[config.mk]
export PLATFORM = sky130hd
export DESIGN_NAME = router_port_arbiter
export DESIGN_NICKNAME = d
export VERILOG_FILES = /design/src/rtl/router_port_arbiter.sv
export SDC_FILE = /design/constraint.sdc
export NUM_CORES = 1
export LEC_CHECK = 0
export BUFFER_PORTS_ARGS = -buffer_cell sky130_fd_sc_hd__buf_2
export CORE_ASPECT_RATIO = 0.9
export CORE_MARGIN = 2
export CORE_UTILIZATION = 35
export CTS_CLUSTER_SIZE = 20
export DETAILED_ROUTE_END_ITERATION = 16
export PLACE_DENSITY_LB_ADDON = 0.1
export SYNTH_ARGS = -nofsm -noshare
export SYNTH_HDL_FRONTEND = slang
export SYNTH_SLANG_ARGS = --single-unit
[constraint.sdc]
create_clock -name clk -period 2.7 [get_ports clk]
set_input_delay 0 -clock clk [delete_from_list [all_inputs] [get_ports clk]]
set_output_delay 0 -clock clk [all_outputs]
set_load 0.02 [all_outputs]
[src/rtl/router_port_arbiter.sv]
// router_port_arbiter: shares one router output port among N input requesters.
// Round-robin grant that is held for a whole packet (head flit through tail flit),
// with credit-based flow control toward the downstream buffer.
//
// Ports:
//   clk, rst       rising-edge clock, asynchronous active-high reset
//   req_valid[N]   requester i presents a flit
//   req_tail[N]    requester i's current flit ends its packet
//   req_data[N*W]  flit data, requester i at [i*W +: W]
//   req_ready[N]   requester i's flit is accepted this cycle
//   out_valid      flit on out_data is transferred this cycle
//   out_data[W]    forwarded flit
//   out_tail       forwarded flit is a tail flit
//   out_grant[GW]  index of the currently locked requester
//   credit_return  downstream freed one buffer slot (one-cycle pulse)
//   credits[CW]    current credit count
//   busy           a packet lock is held
//   credit_err     sticky: credit returned while already at full credit
module router_port_arbiter #(
   parameter int unsigned N       = 4,
   parameter int unsigned W       = 8,
   parameter int unsigned CREDITS = 4,
   localparam int unsigned GW     = $clog2(N),
   localparam int unsigned CW     = $clog2(CREDITS + 1)
) (
   input  logic            clk,
   input  logic            rst,
   input  logic [N-1:0]    req_valid,
   input  logic [N-1:0]    req_tail,
   input  logic [N*W-1:0]  req_data,
   output logic [N-1:0]    req_ready,
   output logic            out_valid,
   output logic [W-1:0]    out_data,
   output logic            out_tail,
   output logic [GW-1:0]   out_grant,
   input  logic            credit_return,
   output logic [CW-1:0]   credits,
   output logic            busy,
   output logic            credit_err
);

   typedef enum logic {IDLE = 1'b0, LOCK = 1'b1} state_t;

   state_t          state, state_nx;
   logic [GW-1:0]   rr_ptr;
   logic [GW-1:0]   pick;
   logic            sel_valid;
   logic            sel_tail;
   logic [W-1:0]    sel_data;
   logic            xfer;

   // Lane selected by the current grant.
   always_comb begin
      sel_valid = 1'b0;
      sel_tail  = 1'b0;
      sel_data  = '0;
      for (int i = 0; i < int'(N); i++) begin
         if (GW'(i) == out_grant) begin
            sel_valid = req_valid[i];
            sel_tail  = req_tail[i];
            sel_data  = req_data[i*W +: W];
         end
      end
   end

   // First valid requester scanning circularly from rr_ptr; the scan runs
   // from the far end down so the nearest hit is written last and wins.
   always_comb begin
      int idx;
      idx  = 0;
      pick = '0;
      for (int k = int'(N) - 1; k >= 0; k--) begin
         idx = int'(rr_ptr) + k;
         if (idx >= int'(N)) idx = idx - int'(N);
         if (req_valid[idx]) pick = GW'(idx);
      end
   end

   // Next state and port-side outputs.
   always_comb begin
      state_nx  = state;
      req_ready = '0;
      out_valid = 1'b0;
      out_data  = '0;
      out_tail  = 1'b0;
      busy      = 1'b0;
      xfer      = 1'b0;
      case (state)
         IDLE: begin
            if (|req_valid) state_nx = LOCK;
         end
         LOCK: begin
            busy      = 1'b1;
            xfer      = sel_valid & (credits != '0);
            out_valid = xfer;
            out_data  = sel_data;
            out_tail  = sel_tail;
            for (int i = 0; i < int'(N); i++) begin
               if (GW'(i) == out_grant) req_ready[i] = xfer;
            end
            if (xfer && sel_tail) state_nx = IDLE;
         end
         default: state_nx = IDLE;
      endcase
   end

   // State, grant and round-robin pointer.
   always_ff @(posedge clk or posedge rst) begin
      if (rst) begin
         state     <= IDLE;
         rr_ptr    <= '0;
         out_grant <= '0;
      end else begin
         state <= state_nx;
         if (state == IDLE && (|req_valid)) out_grant <= pick;
         if (xfer && sel_tail) begin
            rr_ptr <= (out_grant == GW'(N - 1)) ? '0 : out_grant + GW'(1);
         end
      end
   end

   // Credit counter; a return at full credit is dropped and flagged.
   always_ff @(posedge clk or posedge rst) begin
      if (rst) begin
         credits    <= CW'(CREDITS);
         credit_err <= 1'b0;
      end else begin
         if (xfer && !credit_return) begin
            credits <= credits - CW'(1);
         end else if (!xfer && credit_return) begin
            if (credits == CW'(CREDITS)) credit_err <= 1'b1;
            else                          credits    <= credits + CW'(1);
         end
      end
   end

endmodule

==> out/qor.csv <==
metric,value,unit
synth_cell_type_count,35,
antenna_cells_inserted,0,
core.rowCount,18,
remaining_drc_errors,0,
post_cts_hold_buffer_count,1,
ir_drop,0.530,mV
timing.hold.worst.start,credit_return,
sum_neg_setup_slack,0,ps
synthesis.nets,176,
synth_edf_count,0,
floorplan.die.height,54.4,µm
grt_max_degree,16,
floorplan.core_area,2730,µm²
nets,243,
timing.critical_path.max_delay_family,adder cells,
post-layout-total-power,1.82,mW
fin_crit_sh,0.922,
yosysWarnings,0,
hold-path-endpoint,credits[2],
grt_util_met3,0.0426,
grt_setup_unrepaired,no,
placedInstanceArea,1370,µm²
grt_use_met1,0.224,
synth.area.top_cells,"sky130_fd_sc_hd__dfrtp_1 20%, sky130_fd_sc_hd__ha_1 7.6%, sky130_fd_sc_hd__a22o_1 7.1%, sky130_fd_sc_hd__nand2_1 6.1%, sky130_fd_sc_hd__o21ai_0 5.6%",
synth-main-ff-cell,sky130_fd_sc_hd__dfrtp_1,
drv_cap,0,
cts_inserted_buffers,3,
n_fill_cell,274,
gr-total-overflow,0,
rrSetupSlack,210,ps
critical_path.cell_chain,inv_1 > ha_1 > nand3b_4 > a21o_1 > a21boi_4 > ha_4 > inv_1 > fa_1 > nor3_1 > a21oi_1 > o21ai_0 > o31ai_1,
p_per_area,1290,nW/µm²
design_area,1410,µm²
rr_endpoint,credits[2],
grt_antenna_before_repair,0,
synth_async_sr_flop_share,1.00,
max_slew_margin,0.627,
io-pin-count,64,
placed_cells,227,
timing.hold.worst_path_depth,3,
area_growth,42.4,%
critPathCaptureType,flip-flop,
cts_resized,0,
routedWlPerCell,12.1,µm
viasPerCell,4.81,
postRouteAntennaNets,0,
synthesis.area,988,µm²
drt_first_pass_iters,4,
start_util,0.363,
power.static_leakage,0.745,nW
grt_most_used_layer,met2,
num_vias,1117,
synth_sequential_area_ratio,0.229,
drv_slew,0,
yosys_top_cell_area_share,0.203,
worst-r2r-cell-count,12,
startpoint_type,flip-flop,
synth.avg_cell_area,7.84,µm²
crit-reg2reg-launch,out_grant[0],
path_clk_slew,60,ps
arrival,2670,ps
achievable-frequency,402,MHz
gp_routability_congestion,0.830,
clk_path_buf_depth,2,
drt_iter0_markers,85,
worstSetupPathType,flip-flop to flip-flop,
first_global_vias,913,
path_buf_inv,2,
buffer_ports.inserted,63,
instances_no_fill,232,
wire_length_of_the_first_global_routing_pass,4150,µm
crit_path_top_delay_cell,sky130_fd_sc_hd__dfrtp_1,
hold_path.class,primary input to flip-flop,
grt.met2_usage,0.283,
synthesis.instances,126,
die_x_extent,60.0,µm
cp_max_fo,5,
detailedPlace.worstSlack,213,ps
tritoncts,done,
synth-seq-cells,9,
total_half_perimeter_wirelength_after_legalization_and_detailed_placement,2360,µm
postLayoutSetupSlackWorst,210,ps
post-synth-top-area-cell,sky130_fd_sc_hd__dfrtp_1,
run_status,"finished, final reports clean",
global_route.usage.total,0.170,
sinks_on_the_clock_net,9,
cts_post_setup_buffers_inserted,0,
slowest_delay,420,ps
worst_pin_slew,558,ps
total_wirelength,2810,µm
cts_htree_levels,1,
setup_viol,0,
final.setup_skew,1.02,ps
worst-endpoint-required,2880,ps
timing.critical_path.mode_cell,sky130_fd_sc_hd__inv_1,
share_of_post_route_cells_with_drive_strength_above_1,0.427,
clk-insertion-delay-late,250,ps
die_outline_area,3270,µm²
period_minus_slack,2490,ps
ctsRootBufferMaster,sky130_fd_sc_hd__clkbuf_4,
finalHoldViolations,0,
placed cells by master (no fill, tap or decap), drive strengths merged, types with 2 or more instances in the layout:
cell type and instances:
a21oi 10, nand2b 2, and2 6, inv 12, clkbuf 4, o221ai 2, nor2 10, nor2b 2
mux2i 2, a22o 8, ha 6, mux2 2, o21ai 11, nand2 17, dfrtp 8, buf 68
a22oi 5
sequential cells by signal, indices dropped and copies added, names as in the netlist:
| register | cells |
|---|---|
| rr_ptr | 2 |
| state | 1 |
| credit_err | 1 |
| credits | 3 |
| out_grant | 2 |
routing by layer:
metal	wire [µm]	up-vias
li1	-	574
met1	1290	515
met2	1400	26
met3	108	2
met4	14	0
met5	0	-
cell usage after synthesis (5+ instances only):
| cell type | n |
|---|---|
| sky130_fd_sc_hd__ha_1 | 6 |
| sky130_fd_sc_hd__inv_1 | 12 |
| sky130_fd_sc_hd__nor2_1 | 10 |
| sky130_fd_sc_hd__and2_1 | 6 |
| sky130_fd_sc_hd__nand2_1 | 16 |
| sky130_fd_sc_hd__a22o_1 | 8 |
| sky130_fd_sc_hd__dfrtp_1 | 8 |
| sky130_fd_sc_hd__a22oi_1 | 5 |
| sky130_fd_sc_hd__o21ai_0 | 11 |
| sky130_fd_sc_hd__a21oi_1 | 9 |
| sky130_fd_sc_hd__clkbuf_1 | 6 |
cells by family after synthesis:
group	Yosys count	synth area share
AOI/OAI and AO/OA	45	0.320
and+or+nand+nor	41	0.215
buffers and inverters	19	0.0797
DFF	9	0.229
adders and majority gates	7	0.0962
muxes	4	0.0506
xor gates and xnor gates	1	0.00886
tightest hold or removal path: stages:
cell and delay (ps):
sky130_fd_sc_hd__buf_2 90, sky130_fd_sc_hd__ha_1 190, sky130_fd_sc_hd__o31ai_1 100
per-stage QoR:
step                      utilization  hold slack [ps]
after floorplan                     -             -173
after global placement          0.503            -33.1
after detailed placement        0.503            -27.2
after CTS                       0.517              120
after global routing            0.517              142
final                           0.517              132
area by class of cell:
cell class,instances,area (µm²),share of cell area
inverter,12,45.0,0.0320
clock buffer,4,26.3,0.0187
multi-input combinational,98,696,0.494
sequential,9,228,0.162
timing repair buffer,69,363,0.258
tap,40,50.0,0.0356
power breakdown:
group / switching [mW] / internal (mW) / total [mW]
Combinational: 0.819 / 0.607 / 1.43
Sequential: 0.0830 / 0.210 / 0.293
Clock: 0.0442 / 0.0568 / 0.101
how the worst max path moves through the flow:
stage	start	end	slack [ps]	cells past startpoint
CTS	out_grant[0]	credits[2]	200	12
floorplan	out_grant[0]	credits[2]	20	12
global placement	out_grant[0]	credits[2]	350	12
detailed placement	out_grant[0]	credits[2]	210	12
global route	out_grant[0]	credits[2]	50	12
finish	out_grant[0]	credits[2]	210	12
No activity file was read; power rests on OpenSTA's default activity.
